==> src/rtl/sram_bank_mem_adapter_if.sv <==
// rtl/sram_bank_mem_adapter_if.sv - picorv32 native bus plus SRAM bank bus bundle
// master = core/macro side, slave = adapter side.
interface sram_bank_mem_adapter_if #(
  parameter int BANKS = 2,
  parameter int WAW   = 9
);
  logic                  mem_valid;
  logic                  mem_instr;
  logic [31:0]           mem_addr;
  logic [31:0]           mem_wdata;
  logic [3:0]            mem_wstrb;
  logic                  mem_ready;
  logic [31:0]           mem_rdata;
  logic [BANKS-1:0]      sram_csb;
  logic                  sram_web;
  logic [3:0]            sram_wmask;
  logic [WAW-1:0]        sram_addr;
  logic [31:0]           sram_din;
  logic [BANKS*32-1:0]   sram_dout;
  logic                  err;
  logic [31:0]           err_addr;
  logic                  err_clr;

  modport master (
    output mem_valid, mem_instr, mem_addr, mem_wdata, mem_wstrb, sram_dout, err_clr,
    input  mem_ready, mem_rdata, sram_csb, sram_web, sram_wmask, sram_addr, sram_din,
           err, err_addr
  );

  modport slave (
    input  mem_valid, mem_instr, mem_addr, mem_wdata, mem_wstrb, sram_dout, err_clr,
    output mem_ready, mem_rdata, sram_csb, sram_web, sram_wmask, sram_addr, sram_din,
           err, err_addr
  );
endinterface

==> src/rtl/sram_bank_mem_adapter.sv <==
// rtl/sram_bank_mem_adapter.sv - picorv32 mem_valid/mem_ready bridge to banked 1rw SRAM macros
// Contiguous bank decode, configurable macro read latency, sticky out-of-range error capture.
module sram_bank_mem_adapter #(
  parameter int          BANKS        = 2,
  parameter int          BANK_WORDS   = 512,
  parameter int          READ_LATENCY = 1,
  parameter logic [31:0] BASE_ADDR    = 32'h0000_0000,
  parameter logic [31:0] ERR_DATA     = 32'hDEAD_BEEF
) (
  input logic                clk,
  input logic                reset,
  sram_bank_mem_adapter_if.slave bus
);

  localparam int WAW = $clog2(BANK_WORDS);
  localparam int BAW = (BANKS > 1) ? $clog2(BANKS) : 0;
  localparam int BW  = (BAW > 0) ? BAW : 1;
  localparam int CW  = $clog2(READ_LATENCY + 1);
  localparam logic [32:0] SPAN = 33'(BANKS) * 33'(BANK_WORDS) * 33'd4;

  typedef enum logic [1:0] {IDLE, ACCESS, WAIT, RESP} state_t;

  state_t           state_q, state_d;
  logic [BW-1:0]    bank_q, bank_d;
  logic [CW-1:0]    cnt_q, cnt_d;
  logic             ready_q, ready_d;
  logic [31:0]      rdata_q, rdata_d;
  logic [BANKS-1:0] csb_q, csb_d;
  logic             web_q, web_d;
  logic [3:0]       wmask_q, wmask_d;
  logic [WAW-1:0]   addr_q, addr_d;
  logic [31:0]      din_q, din_d;
  logic             err_q, err_d;
  logic [31:0]      err_addr_q, err_addr_d;

  logic [31:0]      off;
  logic             in_range;
  logic [BW-1:0]    dec_bank;
  logic [WAW-1:0]   dec_word;

  always_comb begin
    off        = bus.mem_addr - BASE_ADDR;
    in_range   = {1'b0, off} < SPAN;
    dec_bank   = BW'(off >> (WAW + 2));
    dec_word   = WAW'(off >> 2);

    state_d    = state_q;
    bank_d     = bank_q;
    cnt_d      = cnt_q;
    ready_d    = 1'b0;
    rdata_d    = rdata_q;
    csb_d      = '1;
    web_d      = 1'b1;
    wmask_d    = wmask_q;
    addr_d     = addr_q;
    din_d      = din_q;
    err_d      = err_q;
    err_addr_d = err_addr_q;

    // Macro strobes are set up on the IDLE->ACCESS edge so they are live exactly while in ACCESS.
    case (state_q)
      IDLE: begin
        if (bus.mem_valid) begin
          if (in_range) begin
            bank_d  = dec_bank;
            addr_d  = dec_word;
            din_d   = bus.mem_wdata;
            wmask_d = bus.mem_wstrb;
            csb_d   = ~(BANKS'(1) << dec_bank);
            web_d   = (bus.mem_wstrb == 4'd0);
            state_d = ACCESS;
          end else begin
            if (bus.mem_wstrb == 4'd0) begin
              rdata_d = ERR_DATA;
            end
            if (!err_q) begin
              err_d      = 1'b1;
              err_addr_d = bus.mem_addr;
            end
            ready_d = 1'b1;
            state_d = RESP;
          end
        end
      end
      ACCESS: begin
        if (wmask_q != 4'd0) begin
          ready_d = 1'b1;
          state_d = RESP;
        end else begin
          cnt_d   = CW'(READ_LATENCY);
          state_d = WAIT;
        end
      end
      WAIT: begin
        if (cnt_q == CW'(1)) begin
          rdata_d = bus.sram_dout[{bank_q, 5'b0} +: 32];
          ready_d = 1'b1;
          state_d = RESP;
        end else begin
          cnt_d = cnt_q - CW'(1);
        end
      end
      RESP: begin
        state_d = IDLE;
      end
      default: begin
        state_d = IDLE;
      end
    endcase

    // A clear wins over an error raised in the same cycle.
    if (bus.err_clr) begin
      err_d      = 1'b0;
      err_addr_d = 32'd0;
    end
  end

  always_ff @(posedge clk or posedge reset) begin
    if (reset) begin
      state_q    <= IDLE;
      bank_q     <= '0;
      cnt_q      <= '0;
      ready_q    <= 1'b0;
      rdata_q    <= 32'd0;
      csb_q      <= '1;
      web_q      <= 1'b1;
      wmask_q    <= 4'd0;
      addr_q     <= '0;
      din_q      <= 32'd0;
      err_q      <= 1'b0;
      err_addr_q <= 32'd0;
    end else begin
      state_q    <= state_d;
      bank_q     <= bank_d;
      cnt_q      <= cnt_d;
      ready_q    <= ready_d;
      rdata_q    <= rdata_d;
      csb_q      <= csb_d;
      web_q      <= web_d;
      wmask_q    <= wmask_d;
      addr_q     <= addr_d;
      din_q      <= din_d;
      err_q      <= err_d;
      err_addr_q <= err_addr_d;
    end
  end

  assign bus.mem_ready  = ready_q;
  assign bus.mem_rdata  = rdata_q;
  assign bus.sram_csb   = csb_q;
  assign bus.sram_web   = web_q;
  assign bus.sram_wmask = wmask_q;
  assign bus.sram_addr  = addr_q;
  assign bus.sram_din   = din_q;
  assign bus.err        = err_q;
  assign bus.err_addr   = err_addr_q;

endmodule

==> src/flat_wrapper.sv <==
// flat-port wrapper written by rule: the top's interface ports become plain ports
module sram_bank_mem_adapter_flat 
#(
  parameter int          BANKS        = 2,
  parameter int          BANK_WORDS   = 512,
  parameter int          READ_LATENCY = 1,
  parameter logic [31:0] BASE_ADDR    = 32'h0000_0000,
  parameter logic [31:0] ERR_DATA     = 32'hDEAD_BEEF
)
  (clk, reset, bus_mem_valid, bus_mem_instr, bus_mem_addr, bus_mem_wdata, bus_mem_wstrb, bus_sram_dout, bus_err_clr, bus_mem_ready, bus_mem_rdata, bus_sram_csb, bus_sram_web, bus_sram_wmask, bus_sram_addr, bus_sram_din, bus_err, bus_err_addr);
  sram_bank_mem_adapter_if #(.BANKS(BANKS), .WAW(9)) bus_i ();
  input logic clk;
  input logic reset;
  input wire logic [$bits(bus_i.mem_valid)-1:0] bus_mem_valid;
  input wire logic [$bits(bus_i.mem_instr)-1:0] bus_mem_instr;
  input wire logic [$bits(bus_i.mem_addr)-1:0] bus_mem_addr;
  input wire logic [$bits(bus_i.mem_wdata)-1:0] bus_mem_wdata;
  input wire logic [$bits(bus_i.mem_wstrb)-1:0] bus_mem_wstrb;
  input wire logic [$bits(bus_i.sram_dout)-1:0] bus_sram_dout;
  input wire logic [$bits(bus_i.err_clr)-1:0] bus_err_clr;
  output wire logic [$bits(bus_i.mem_ready)-1:0] bus_mem_ready;
  output wire logic [$bits(bus_i.mem_rdata)-1:0] bus_mem_rdata;
  output wire logic [$bits(bus_i.sram_csb)-1:0] bus_sram_csb;
  output wire logic [$bits(bus_i.sram_web)-1:0] bus_sram_web;
  output wire logic [$bits(bus_i.sram_wmask)-1:0] bus_sram_wmask;
  output wire logic [$bits(bus_i.sram_addr)-1:0] bus_sram_addr;
  output wire logic [$bits(bus_i.sram_din)-1:0] bus_sram_din;
  output wire logic [$bits(bus_i.err)-1:0] bus_err;
  output wire logic [$bits(bus_i.err_addr)-1:0] bus_err_addr;
  assign bus_i.mem_valid = bus_mem_valid;
  assign bus_i.mem_instr = bus_mem_instr;
  assign bus_i.mem_addr = bus_mem_addr;
  assign bus_i.mem_wdata = bus_mem_wdata;
  assign bus_i.mem_wstrb = bus_mem_wstrb;
  assign bus_i.sram_dout = bus_sram_dout;
  assign bus_i.err_clr = bus_err_clr;
  assign bus_mem_ready = bus_i.mem_ready;
  assign bus_mem_rdata = bus_i.mem_rdata;
  assign bus_sram_csb = bus_i.sram_csb;
  assign bus_sram_web = bus_i.sram_web;
  assign bus_sram_wmask = bus_i.sram_wmask;
  assign bus_sram_addr = bus_i.sram_addr;
  assign bus_sram_din = bus_i.sram_din;
  assign bus_err = bus_i.err;
  assign bus_err_addr = bus_i.err_addr;
  sram_bank_mem_adapter #(.BANKS(BANKS), .BANK_WORDS(BANK_WORDS), .READ_LATENCY(READ_LATENCY), .BASE_ADDR(BASE_ADDR), .ERR_DATA(ERR_DATA)) u_core (.clk(clk), .reset(reset), .bus(bus_i));
endmodule
==> config.mk <==
export PLATFORM = sky130hd
export DESIGN_NAME = sram_bank_mem_adapter_flat
export DESIGN_NICKNAME = d
export VERILOG_FILES = /design/src/rtl/sram_bank_mem_adapter_if.sv /design/src/rtl/sram_bank_mem_adapter.sv /design/src/flat_wrapper.sv
export SDC_FILE = /design/constraint.sdc
export NUM_CORES = 1
export LEC_CHECK = 0
export CAP_MARGIN = 30
export CORE_MARGIN = 1.5
export CORE_UTILIZATION = 45
export CTS_BUF_LIST = sky130_fd_sc_hd__clkbuf_8 sky130_fd_sc_hd__clkbuf_16
export DETAILED_ROUTE_END_ITERATION = 16
export MAX_ROUTING_LAYER = met4
export PLACE_DENSITY = 0.92
export SLEW_MARGIN = 20
export SYNTH_ARGS = -nofsm -noshare
export SYNTH_HDL_FRONTEND = slang
export SYNTH_SLANG_ARGS = --single-unit
==> constraint.sdc <==
create_clock -name clk -period 11.3 [get_ports clk]
set_input_delay 1.695 -clock clk [delete_from_list [all_inputs] [get_ports clk]]
set_output_delay 1.695 -clock clk [all_outputs]
set_load 0.02 [all_outputs]
==> Yosys cells after proc, flatten, opt, wreduce, memory -nomap -nowiden <==
Cells that the tools add are included.
{ "word_totals": {"out_inout_bits": 114, "input_bits": 137, "regBits": 118} }
{ "op_classes": {"n_lt_le_gt_ge": 1, "bitwise": 1, "n_shift": 2, "addsub": 1, "eq_ne": 10, "n_reduce_logical": 13, "n_mux": 33} }
{ "ops": {"columns": ["cell", "n"], "rows": [
  ["32-bit 2-to-1 mux", 9],
  ["32-bit one-hot mux with 2 select lines", 1],
  ["64-bit by 7-bit indexed part select with 32-bit output", 1],
  ["32-bit by 13-bit < comparator with 1-bit output (second input constant)", 1],
  ["1-bit 2-to-1 mux", 14],
  ["2-bit 2-to-1 mux", 6],
  ["2-bit inequality test (second input constant)", 5],
  ["2-bit one-hot mux with 4 select lines", 1],
  ["2-bit nonzero test", 4],
  ["3-bit AND reduction", 2],
  ["5-bit AND reduction", 1],
  ["2-bit == test (second input constant)", 2],
  ["4-bit zero test", 1],
  ["2-bit by 1-bit inequality test with 1-bit output (second input constant)", 2],
  ["2-bit AND reduction", 2],
  ["4-bit AND reduction", 1],
  ["4-bit nonzero test", 1],
  ["1-bit one-hot mux with 3 select lines", 1],
  ["2-bit by 1-bit == test with 1-bit output (second input constant)", 1],
  ["2-bit zero test", 1],
  ["2-bit inverter", 1],
  ["1-bit one-hot mux with 2 select lines", 1],
  ["1-bit by 1-bit left shift with 2-bit output (first input constant)", 1],
  ["1-bit subtractor (second input constant)", 1]
]} }

==> Depth between registers and ports, before layout <==
Gate-level depths: netlist of run 1.
{ "depth": {"depth_word": 5, "mapped_depth": 7, "depth_no_buf": 6} }

==> Worst setup path after synthesis of run 1 <==
OpenSTA, ideal clock, no wires.
{ "synth_path": {"kind": "input to register", "from": "input port bus_mem_addr[15]", "to": "register u_core.din_q[10], in the netlist u_core.bus.sram_din[10]", "setup_ns": 0.125, "path_slack_ns": 8.079, "arrival_time_ns": 3.096, "cell_stages": 5, "path_cell_list": "or4_4 -> nor3_2 -> buf_4 -> buf_4 -> mux2_2"} }
{ "synth_between": {"elab_chain_cells": 2} }
{ "synth_rtl": {"columns": ["element", "line_no", "source"], "rows": [
  ["start, declared", "flat_wrapper.sv:16", "input wire logic [$bits(bus_i.mem_addr)-1:0] bus_mem_addr;"],
  ["32-bit by 13-bit < comparator with 1-bit output", "sram_bank_mem_adapter.sv:43", "in_range = {1'b0, off} < SPAN;"],
  ["3-bit AND reduction (no source line)", null, null],
  ["end signal, assigned", "sram_bank_mem_adapter.sv:142", "din_q <= din_d;"],
  ["end, declared", "sram_bank_mem_adapter.sv:32", "logic [31:0] din_q, din_d;"]
]} }
Every way passes these cells.
A chain may end at the register's enable or synchronous reset.

==> Worst setup path in the final report of run 1 <==
{ "layout_path": {"from": "input port bus_mem_addr[23]", "to": "register u_core.din_q[2], in the netlist u_core.bus.sram_din[2]"} }
Same word-level chain as after synthesis.

==> reports/qor.csv, run 1 <==
stage,metric,value,unit
sta,slew_headroom,35.60,%
route,drt-total-wl,14310,um
sta,rsz0062_at_grt,false,
critical_path,timing.critical_path.buf_inv,2,
route,per_cell_via_count_in_the_routed_design,4.989,
logic_synthesis,synthesis.nets,565,
critical_path,worst-r2r-setup-slack,8.69,ns
sta,max_freq,0.2441,GHz
sta,layout_worst_path_cycle_share,36.26,%
grt,grt_max_degree,70,
final_layout,antenna-diode-count,0,
logic_synthesis,netlist.area_leader.share,51.76,%
power_and_ir_drop,share_comb_of_total_power,34.8,%
logic_synthesis,number_of_enable_type_register_cells_in_the_synthesized_netlist,0,
logic_synthesis,synth_ff_type,sky130_fd_sc_hd__dfrtp_1,
placed_design,globalplace.congestion,0.7842,
clock_tree,clock_latency,0.40,ns
final_layout,layout.nets,814,
clock_tree,clkTransAtPathRegs,0.05,ns
logic_synthesis,synthMuxAreaShare,28.83,%
power_and_ir_drop,power_frac_seq,33.6,%
logic_synthesis,synth_cell_types,33,
sta,slew_viol_final,0,
logic_synthesis,synth_sequential_area_ratio,53.17,%
logic_synthesis,post_synth_fa_ha_maj_area_fraction,0.9001,%
placed_design,total_of_buffers_placed_on_input_and_output_ports,249,
route,detail_route.first_pass.iterations,4,
die,die_area,0.01303,mm2
clock_tree,cts_hold_buf,0,
die,ios,251,
die,core_area,0.01201,mm2
outcome,status,"finished, final reports clean",
route,ant_nets,0,
critical_path,worst-setup-path-type,in -> reg,
sta,clk_skew,0.003725,ns
power_and_ir_drop,power_switching,472.4,uW
grt,grt_remaining_overflow,0,
power_and_ir_drop,irDropWorstVdd,0.1114,mV
die,initial_core_util,46.29,%
critical_path,crit_slowest_cell,sky130_fd_sc_hd__nor3_4,
final_layout,fillCellCount,841,
final_layout,layout-drive-gt1-share,17.93,%
logic_synthesis,synthesis.area_per_instance,13.11,um2
min_path,hp-class,reg -> reg,
clock_tree,post_cts_resized,0,
grt,grt_pass1_wl,23300,um
logic_synthesis,synth-seq-cells,118,
route,detailedRoute.firstIterationViolations,153,
route,drt_drc_violations_left,0,
critical_path,arrival,4.38,ns
placed_design,area_post_placement,0.008160,mm2
clock_tree,clk_root_buffer_cell,sky130_fd_sc_hd__clkbuf_16,
logic_synthesis,post_synth_and_or_nand_nor_area_fraction,11.97,%
clock_tree,cts_tree,done,
power_and_ir_drop,p_per_area,181.7,mW/mm2
sta,report.final.setup_viol,0,
power_and_ir_drop,internal-power,1.117,mW
grt,initial_antenna_violation_count,0,
sta,tightest_slew,0.9661,ns
power_and_ir_drop,pwr-share-clk,31.6,%
clock_tree,post_cts.repair.setup_buffers,0,
logic_synthesis,yosys_warnings,0,
clock_tree,cts_max_level,4,
critical_path,path_max_fanout,39,
die,die-width,114.2,um
final_layout,finalInstanceArea,0.008750,mm2
sta,fin_tns_setup,0,ns
grt,grtUsageTotal,23.92,%
final_layout,layout-area-overhead-vs-synth,57.36,%
critical_path,setup.worst_path.end_class,register,
placed_design,dp.final_hpwl,10410,um
grt,first_global_vias,4608,
sta,finalCriticalPeriod,4.097,ns
flow_run,max_cap_viol_count,0,
sta,final-hold-violation-count,0,
die,die_h,114.2,um
logic_synthesis,cells_after_synthesis,424,
power_and_ir_drop,totalPowerFinal,1.590,mW
logic_synthesis,synth-xor-area-share,0,%
critical_path,timing.critical_path.cells,clkdlybuf4s50_1 -> nor4_2 -> nand4_1 -> nor3_4 -> buf_4 -> mux2_2,
logic_synthesis,synth_compound_area_share,2.228,%
logic_synthesis,synth_largest_area_cell,sky130_fd_sc_hd__dfrtp_1,
clock_tree,cts_buffer_depth,2,
clock_tree,cts_inserted_buffers,17,
logic_synthesis,synth_top_family_by_area,multiplexers,
logic_synthesis,synthesis.area,0.005560,mm2
critical_path,required,11.58,ns
power_and_ir_drop,switching_share,29.71,%
route,vias_after_detailed_routing,4156,
route,routed_wire_length_per_instance,17.18,um
power_and_ir_drop,p_leak,3.683,nW
critical_path,critical_path_launch_point_type,input port,
logic_synthesis,async_flop_share,100.0,%
logic_synthesis,ys_top_cells_by_area,"sky130_fd_sc_hd__dfrtp_1, sky130_fd_sc_hd__mux2i_1, sky130_fd_sc_hd__mux2_2, sky130_fd_sc_hd__mux2_4, sky130_fd_sc_hd__nand2b_1",
critical_path,worst_path_largest_cell_delay,0.55,ns
die,row_count,40,
critical_path,path_delay_family,simple AND/OR/NAND/NOR gates,
clock_tree,clkSinkCount,118,
final cells by class:
class	instances	area [um2]	share of cell area [%]
clock buffers	23	508.0	5.806
well taps	147	183.9	2.102
flip-flops and latches	118	2958	33.81
inverters	7	28.78	0.3289
repair buffers	255	2550	29.14
multi-input cells	274	2460	28.11
clock inverters	9	61.31	0.7007
metal layers:
metal	track usage (%)	wire length [um]	up-vias
met3	5.823	862	30
met1	27.41	5737	1998
met5	-	0	-
met2	40.52	7375	173
li1	-	-	1955
met4	9.583	338	0
worst reg2reg max path: cells and delay by family (launching register included):
kind / cells / cell delay (ns)
compound gates: 2 / 1.13
fa+ha+maj: 1 / 0.29
buf+inv: 2 / 0.24
flops: 1 / 0.42
mux: 1 / 0.41
synthesized netlist by cell type, drive strengths merged, types with 2 or more instances:
library cell	n
mux2i	60
ha	4
nand2b	62
nor2	9
a21oi	2
clkbuf	11
buf	14
o21ai	2
dfstp	3
o21bai	4
nor3b	4
a31oi	2
nand2	28
nor4	6
inv	7
nor3	2
dfrtp	115
mux2	79
through the flow:
stage / utilization [%] / hold WS [ns] / std cells / worst slack [ns]
floorplan: - / 0.4405 / 424 / 6.481
finish: 72.84 / 0.4905 / 833 / 7.203
global placement: 67.94 / 0.4596 / 800 / 6.913
detailed placement: 67.94 / 0.4714 / 800 / 6.788
CTS: 72.68 / 0.4838 / 832 / 7.213
global route: 72.84 / 0.5109 / 833 / 7.037
registers in the layout, summed over array words and instances (netlist names):
| register | cells |
|---|---|
| u_core.bus.err | 1 |
| u_core.bus.sram_csb | 2 |
| u_core.state_q | 2 |
| u_core.bank_q | 1 |
| u_core.bus.mem_ready | 1 |
| u_core.bus.sram_din | 32 |
| u_core.bus.mem_rdata | 32 |
| u_core.bus.sram_addr | 9 |
| u_core.bus.sram_wmask | 4 |
| u_core.bus.err_addr | 32 |
| u_core.bus.sram_web | 1 |
| u_core.cnt_q | 1 |
power groups by stage:
stage	sequential, mW	combinational, mW	clock [mW]
detailed placement	0.538	0.555	0
global route	0.543	0.588	0.537
CTS	0.534	0.558	0.513
finish	0.534	0.553	0.503
global placement	0.535	0.539	0
floorplan	0.613	0.253	0
cell families (layout without fill, tap and decap cells):
kind of cell	count (synthesis)	count (layout)
buffers and inverters	32	294
DFF	118	118
muxes	139	139
and+or+nand+nor	115	115
AOI/OAI and AO/OA	16	16
adders and majority gates	4	4
path summary, 6_finish.rpt:
path                                   startpoint                        to  cells past startpoint
worst max-delay path             bus_mem_addr[23]    u_core.bus.sram_din[2]                      6
worst min-delay path                 u_core.cnt_q              u_core.cnt_q                      2
worst max register to register  u_core.state_q[0]  u_core.bus.mem_rdata[29]                      6
worst min register to register       u_core.cnt_q              u_core.cnt_q                      2
max in group asynchronous                   reset   u_core.bus.err_addr[23]                      4
min in group asynchronous                   reset   u_core.bus.sram_din[31]                      2
cell usage in the layout (no fill, tap or decap), drive strengths merged:
master,Yosys,layout
a21o,1,1
a21oi,2,2
a2bb2oi,1,1
a31oi,2,2
and4,1,1
buf,14,6
bufinv,0,1
clkbuf,11,23
clkdlybuf4s50,0,249
clkinv,0,1
dfrtp,115,115
dfstp,3,3
ha,4,4
inv,7,14
mux2,79,79
mux2i,60,60
nand2,28,28
nand2b,62,62
nand3,1,1
nand4,1,1
nor2,9,9
nor3,2,2
nor3b,4,4
nor4,6,6
o21ai,2,2
o21bai,4,4
o22a,1,1
o22ai,1,1
o311a,1,1
o41ai,1,1
or4,1,1
Power figures use the tool's default switching activity.
==> inputs of run 2 (changes only) <==
--- a/config.mk
+++ b/config.mk
@@ -7,11 +7,11 @@
 export LEC_CHECK = 0
 export CAP_MARGIN = 30
 export CORE_MARGIN = 1.5
-export CORE_UTILIZATION = 45
+export CORE_UTILIZATION = 42
 export CTS_BUF_LIST = sky130_fd_sc_hd__clkbuf_8 sky130_fd_sc_hd__clkbuf_16
 export DETAILED_ROUTE_END_ITERATION = 16
 export MAX_ROUTING_LAYER = met4
-export PLACE_DENSITY = 0.92
+export PLACE_DENSITY = 0.87
 export SLEW_MARGIN = 20
 export SYNTH_ARGS = -nofsm -noshare
 export SYNTH_HDL_FRONTEND = slang
==> constraint.sdc (replaced) <==
create_clock -name clk -period 3.8 [get_ports clk]
set_input_delay 0.57 -clock clk [delete_from_list [all_inputs] [get_ports clk]]
set_output_delay 0.57 -clock clk [all_outputs]
set_load 0.02 [all_outputs]
==> reports/qor.csv, run 2 (synthesis gave the netlist of run 1 again) <==
stage,metric,value,unit,change
outcome,status,"finished, final reports clean",,
route,drt-total-wl,14440,um,+0.85%
final_layout,layout_commonest_cell,sky130_fd_sc_hd__clkdlybuf4s50_1,,
clock_tree,clk_root_buffer_cell,sky130_fd_sc_hd__clkbuf_16,,
die,row_count,41,,+2.5%
grt,grtUsageTotal,21.80,%,-2.1 points
grt,grt_max_degree,98,,+40%
flow_run,max_cap_viol_count,0,,unchanged
route,per_cell_via_count_in_the_routed_design,4.909,,-1.6%
route,ant_nets,0,,unchanged
clock_tree,clkSinkCount,118,,unchanged
final_layout,final-instance-count-excl-fill,858,,+3.0%
clock_tree,cts_hold_buf,0,,unchanged
sta,clk_skew,0.008009,ns,+0.004283 ns
route,drt_drc_violations_left,0,,unchanged
critical_path,setup.worst_path.end_class,register,,
power_and_ir_drop,p_leak,3.685,nW,about the same
clock_tree,cts_buffer_depth,2,,unchanged
clock_tree,cts_tree,done,,
clock_tree,post_cts.repair.setup_buffers,0,,unchanged
route,vias_after_detailed_routing,4212,,+1.3%
sta,final-hold-violation-count,0,,unchanged
critical_path,path_max_fanout,39,,unchanged
sta,tightest_slew,0.9346,ns,-0.03147 ns
grt,grt_remaining_overflow,0,,unchanged
route,detail_route.first_pass.iterations,4,,unchanged
sta,max_freq,0.3870,GHz,
die,die-width,118.1,um,+3.4%
sta,layout_worst_path_cycle_share,68.00,%,
critical_path,required,4.09,ns,-7.49 ns
placed_design,dp.final_hpwl,10550,um,+1.3%
clock_tree,post_cts_resized,0,,unchanged
min_path,hp-class,in -> async,,
sta,slew_headroom,37.69,%,+2.1 points
placed_design,total_of_buffers_placed_on_input_and_output_ports,249,,unchanged
die,die_h,118.1,um,+3.4%
die,initial_core_util,43.53,%,-2.8 points
clock_tree,clock_latency,0.41,ns,about the same
final_layout,fillCellCount,921,,+9.5%
clock_tree,clkTransAtPathRegs,0.05,ns,about the same
critical_path,critical_path_launch_point_type,input port,,
power_and_ir_drop,irDropWorstVdd,0.3200,mV,+190%
final_layout,layout-area-overhead-vs-synth,59.02,%,
sta,rsz0062_at_grt,false,,
die,core_area,0.01277,mm2,+6.3%
die,die_area,0.01394,mm2,+6.9%
placed_design,globalplace.congestion,0.8120,,+3.5%
die,ios,251,,unchanged
grt,initial_antenna_violation_count,0,,unchanged
route,routed_wire_length_per_instance,16.82,um,-2.1%
final_layout,antenna-diode-count,0,,unchanged
sta,finalCriticalPeriod,2.584,ns,
sta,slew_viol_final,0,,unchanged
clock_tree,cts_inserted_buffers,17,,unchanged
placed_design,place.detailed.instances,826,,+3.3%
critical_path,worst-setup-path-type,in -> reg,,
critical_path,arrival,2.87,ns,-1.51 ns
grt,first_global_vias,4511,,-2.1%
grt,grt_pass1_wl,23000,um,-1.3%
final_layout,layout-drive-gt1-share,18.95,%,+1.0 points
route,detailedRoute.firstIterationViolations,212,,+39%
sta,report.final.setup_viol,0,,unchanged
sta,fin_tns_setup,0,ns,unchanged
final_layout,layout.nets,814,,unchanged
clock_tree,cts_max_level,4,,unchanged
final_layout,final_cell_mix,"sky130_fd_sc_hd__clkdlybuf4s50_1, sky130_fd_sc_hd__dfrtp_1, sky130_fd_sc_hd__nand2b_1, sky130_fd_sc_hd__mux2i_1, sky130_fd_sc_hd__mux2_2",,
power_and_ir_drop,p_per_area,556.1,mW/mm2,+210%
run 2: final timing paths:
path | startpoint | endpoint | slack (ns) | cells after the start
max in group asynchronous | reset | u_core.bank_q | 2.47 | 3
min reg2reg | u_core.cnt_q | u_core.cnt_q | 0.48 | 2
min in group clk | u_core.cnt_q | u_core.cnt_q | 0.48 | 2
max | bus_mem_addr[19] | u_core.bus.sram_din[23] | 1.22 | 6
max reg2reg | u_core.state_q[0] | u_core.bus.mem_rdata[29] | 1.23 | 6
min | reset | u_core.bus.sram_din[30] | 0.48 | 2
run 2: worst max-delay path, cell delays in order:
cell	delay [ns]
sky130_fd_sc_hd__clkdlybuf4s50_1	0.44
sky130_fd_sc_hd__nor4_2	0.39
sky130_fd_sc_hd__nand4_1	0.32
sky130_fd_sc_hd__nor3_4	0.27
sky130_fd_sc_hd__buf_4	0.44
sky130_fd_sc_hd__mux2_2	0.41
run 2: cell type report:
cell class                 count  area [um2]  share of cell area [%]
clock buffer                  19       452.9                   5.122
inverter                       7       28.78                  0.3255
clock inverter                13       177.7                   2.009
tap                          172       215.2                   2.434
multi-input combinational    274        2460                   27.82
timing repair buffer         255        2550                   28.84
sequential                   118        2958                   33.45
run 2: per-stage QoR:
step	power, mW	instance area (um2)	hold slack, ns	worst slack [ns]	util, %
after floorplan	2.574	5560	0.4405	0.1058	-
after global placement	3.197	8212	0.4584	0.8370	64.29
after detailed placement	3.251	8212	0.4696	0.8094	64.29
after CTS	4.964	8842	0.4736	1.221	69.22
after global routing	5.117	8842	0.5061	1.080	69.22
final	4.917	8842	0.4807	1.216	69.22
run 2: layer usage:
layer | up-vias | share of wire (%) | GRT usage (%)
li1 | 1965 | - | -
met2 | 169 | 53 | 37.17
met5 | - | 0 | -
met3 | 23 | 5.7 | 6.202
met1 | 2055 | 40 | 24.16
met4 | 0 | 1.8 | 8.384
run 2: report_power, final:
| group | leakage, nW | switching (mW) | total [mW] | internal (mW) |
|---|---|---|---|---|
| clock | 0.309 | 0.566 | 1.69 | 1.13 |
| combinational | 1.87 | 0.761 | 1.64 | 0.874 |
| sequential | 1.51 | 0.126 | 1.59 | 1.46 |
==> inputs of run 3 (changes only) <==
==> constraint.sdc (replaced) <==
create_clock -name clk -period 2.4 [get_ports clk]
set_input_delay 0.36 -clock clk [delete_from_list [all_inputs] [get_ports clk]]
set_output_delay 0.36 -clock clk [all_outputs]
set_load 0.02 [all_outputs]
==> reports/qor.csv, run 3 (synthesis gave the netlist of run 1 again) <==
stage,metric,value,unit,change
sta,finalCriticalPeriod,2.249,ns,
final_layout,layout-area-overhead-vs-synth,61.14,%,
placed_design,total_of_buffers_placed_on_input_and_output_ports,249,,unchanged
sta,fin_worst_hold_slack,0.3778,ns,-0.1029 ns
placed_design,dp.final_hpwl,11040,um,+4.6%
sta,slew_viol_final,0,,unchanged
clock_tree,cts_max_level,4,,unchanged
outcome,status,"finished, final reports clean",,
sta,slew_headroom,38.49,%,+0.80 points
min_path,hp-class,in -> async,,
clock_tree,clk_root_buffer_cell,sky130_fd_sc_hd__clkbuf_16,,
sta,report.final.setup_viol,0,,unchanged
grt,grtUsageMet1,24.82,%,+0.66 points
die,row_count,41,,unchanged
die,core_area,0.01277,mm2,unchanged
die,die_area,0.01394,mm2,unchanged
critical_path,reg2reg_from,u_core.state_q[0],,
grt,grt_pass1_wl,24030,um,+4.4%
sta,layout_worst_path_cycle_share,93.72,%,
placed_design,place_ws,-0.2034,ns,-1.013 ns
critical_path,crit_slowest_cell,sky130_fd_sc_hd__clkdlybuf4s50_1,,
clock_tree,post_cts_resized,0,,unchanged
grt,grtUsageMet3,5.475,%,-0.73 points
sta,postLayoutSetupSlackWorst,0.1506,ns,-1.066 ns
clock_tree,cts_buffer_depth,2,,unchanged
route,detail_route.first_pass.iterations,4,,unchanged
clock_tree,clkSinkCount,118,,unchanged
die,initial_core_util,43.53,%,unchanged
critical_path,required,2.68,ns,-1.41 ns
die,die-width,118.1,um,unchanged
clock_tree,clock_latency,0.41,ns,about the same
critical_path,worst-setup-path-type,in -> reg,,
sta,max_freq,0.4446,GHz,
critical_path,setup.worst_path.end_class,register,,
grt,globalRoute.busiestLayer,met2,,
grt,grt_remaining_overflow,0,,unchanged
critical_path,path_max_fanout,39,,unchanged
clock_tree,cts_inserted_buffers,17,,unchanged
route,drt-total-wl,14850,um,+2.9%
route,drt_drc_violations_left,0,,unchanged
power_and_ir_drop,p_leak,3.758,nW,+2.0%
critical_path,critical_path.reg2reg.endpoint,u_core.bus.err_addr[30],,
critical_path,r2r.worst_path.cells,6,,unchanged
sta,clk_skew,0.009502,ns,+0.001493 ns
power_and_ir_drop,p_per_area,843.5,mW/mm2,+52%
grt,first_global_vias,4715,,+4.5%
critical_path,arrival,2.53,ns,-0.34 ns
final_layout,layout-drive-gt1-share,20.51,%,+1.6 points
critical_path,critical_path_launch_point_type,input port,,
route,per_cell_via_count_in_the_routed_design,4.899,,-0.20%
clock_tree,cts_hold_buf,0,,unchanged
placed_design,globalplace.congestion,0.7960,,-2.0%
route,ant_nets,0,,unchanged
clock_tree,clkTransAtPathRegs,0.06,ns,about the same
critical_path,cp-startpoint,bus_mem_addr[19],,
sta,tightest_slew,0.9226,ns,-0.01196 ns
power_and_ir_drop,totalPowerFinal,7.558,mW,+54%
route,detailedRoute.firstIterationViolations,153,,-28%
final_layout,fillCellCount,892,,-3.1%
critical_path,crit_path_end,u_core.bus.sram_din[5],,
flow_run,max_cap_viol_count,0,,unchanged
final_layout,end_of_flow_core_utilization,70.14,%,+0.92 points
final_layout,antenna-diode-count,0,,unchanged
grt,initial_antenna_violation_count,0,,unchanged
grt,grtUsageTotal,22.74,%,+0.93 points
critical_path,worst-r2r-setup-slack,0.17,ns,-1.06 ns
clock_tree,post_cts.repair.setup_buffers,0,,unchanged
critical_path,worst_path_largest_cell_delay,0.45,ns,about the same
route,vias_after_detailed_routing,4282,,+1.7%
final_layout,layout.nets,830,,+2.0%
power_and_ir_drop,irDropWorstVdd,0.4364,mV,+36%
die,die_h,118.1,um,unchanged
grt,met2_track_demand_over_resource_in_global_routing,39.86,%,+2.7 points
sta,final-hold-violation-count,0,,unchanged
final_layout,layout_commonest_cell,sky130_fd_sc_hd__clkdlybuf4s50_1,,
critical_path,timing.critical_path.cells,clkdlybuf4s50_1 -> nor4_2 -> nand4_1 -> buf_4 -> nor3_4 -> buf_12 -> mux2_2,,
grt,grt_max_degree,66,,-33%
final_layout,final_cell_mix,"sky130_fd_sc_hd__clkdlybuf4s50_1, sky130_fd_sc_hd__dfrtp_1, sky130_fd_sc_hd__nand2b_1, sky130_fd_sc_hd__mux2i_1, sky130_fd_sc_hd__mux2_2",,
die,ios,251,,unchanged
sta,rsz0062_at_grt,false,,
clock_tree,cts_tree,done,,
route,routed_wire_length_per_instance,17.00,um,+1.0%
## run 3: how the worst min path moves through the flow
stage                                 from                  endpoint  slack [ns]  cells past startpoint
after floorplan           bus_mem_addr[11]    u_core.bus.sram_csb[1]        0.40                      1
after global placement        u_core.cnt_q              u_core.cnt_q        0.46                      2
after detailed placement      u_core.cnt_q              u_core.cnt_q        0.47                      2
after CTS                            reset  u_core.bus.sram_wmask[1]        0.37                      2
after global routing                 reset  u_core.bus.sram_wmask[1]        0.41                      2
final                                reset  u_core.bus.sram_wmask[1]        0.38                      2
## run 3: worst max-delay path: cells and delay by family
family                 cells  cell delay (ns)
and+or+nand+nor            3             0.86
buffers and inverters      3             0.92
muxes                      1             0.37
## run 3: final cells by class
class | instances | area [um2] | share of cell area (%)
clock buffer | 21 | 480.5 | 5.362
clock inverter | 11 | 83.83 | 0.9356
inverter | 7 | 30.03 | 0.3351
multi-input combinational | 274 | 2460 | 27.45
sequential | 118 | 2958 | 33.01
tap | 172 | 215.2 | 2.402
timing repair buffer | 271 | 2733 | 30.50
## run 3: power breakdown
group | switching (mW) | internal (mW)
Combinational | 1.23 | 1.44
Sequential | 0.202 | 2.32
Clock | 0.854 | 1.51
## run 3: stage by stage
step | cells | TNS (ns) | cell area (um2)
2_1_floorplan | 424 | 0 | 5564
3_3_place_gp | 842 | -7.585 | 8396
3_5_place_dp | 842 | -10.74 | 8396
4_1_cts | 874 | 0 | 8960
5_1_grt | 874 | 0 | 8960
6_report | 874 | 0 | 8960
## run 3: metal layers
| layer | share of wire [%] | vias up | wire length [um] |
|---|---|---|---|
| li1 | - | 1995 | - |
| met1 | 39 | 2098 | 5720 |
| met2 | 54 | 163 | 7984 |
| met3 | 5.5 | 26 | 813 |
| met4 | 2.3 | 0 | 336 |
| met5 | 0 | - | 0 |
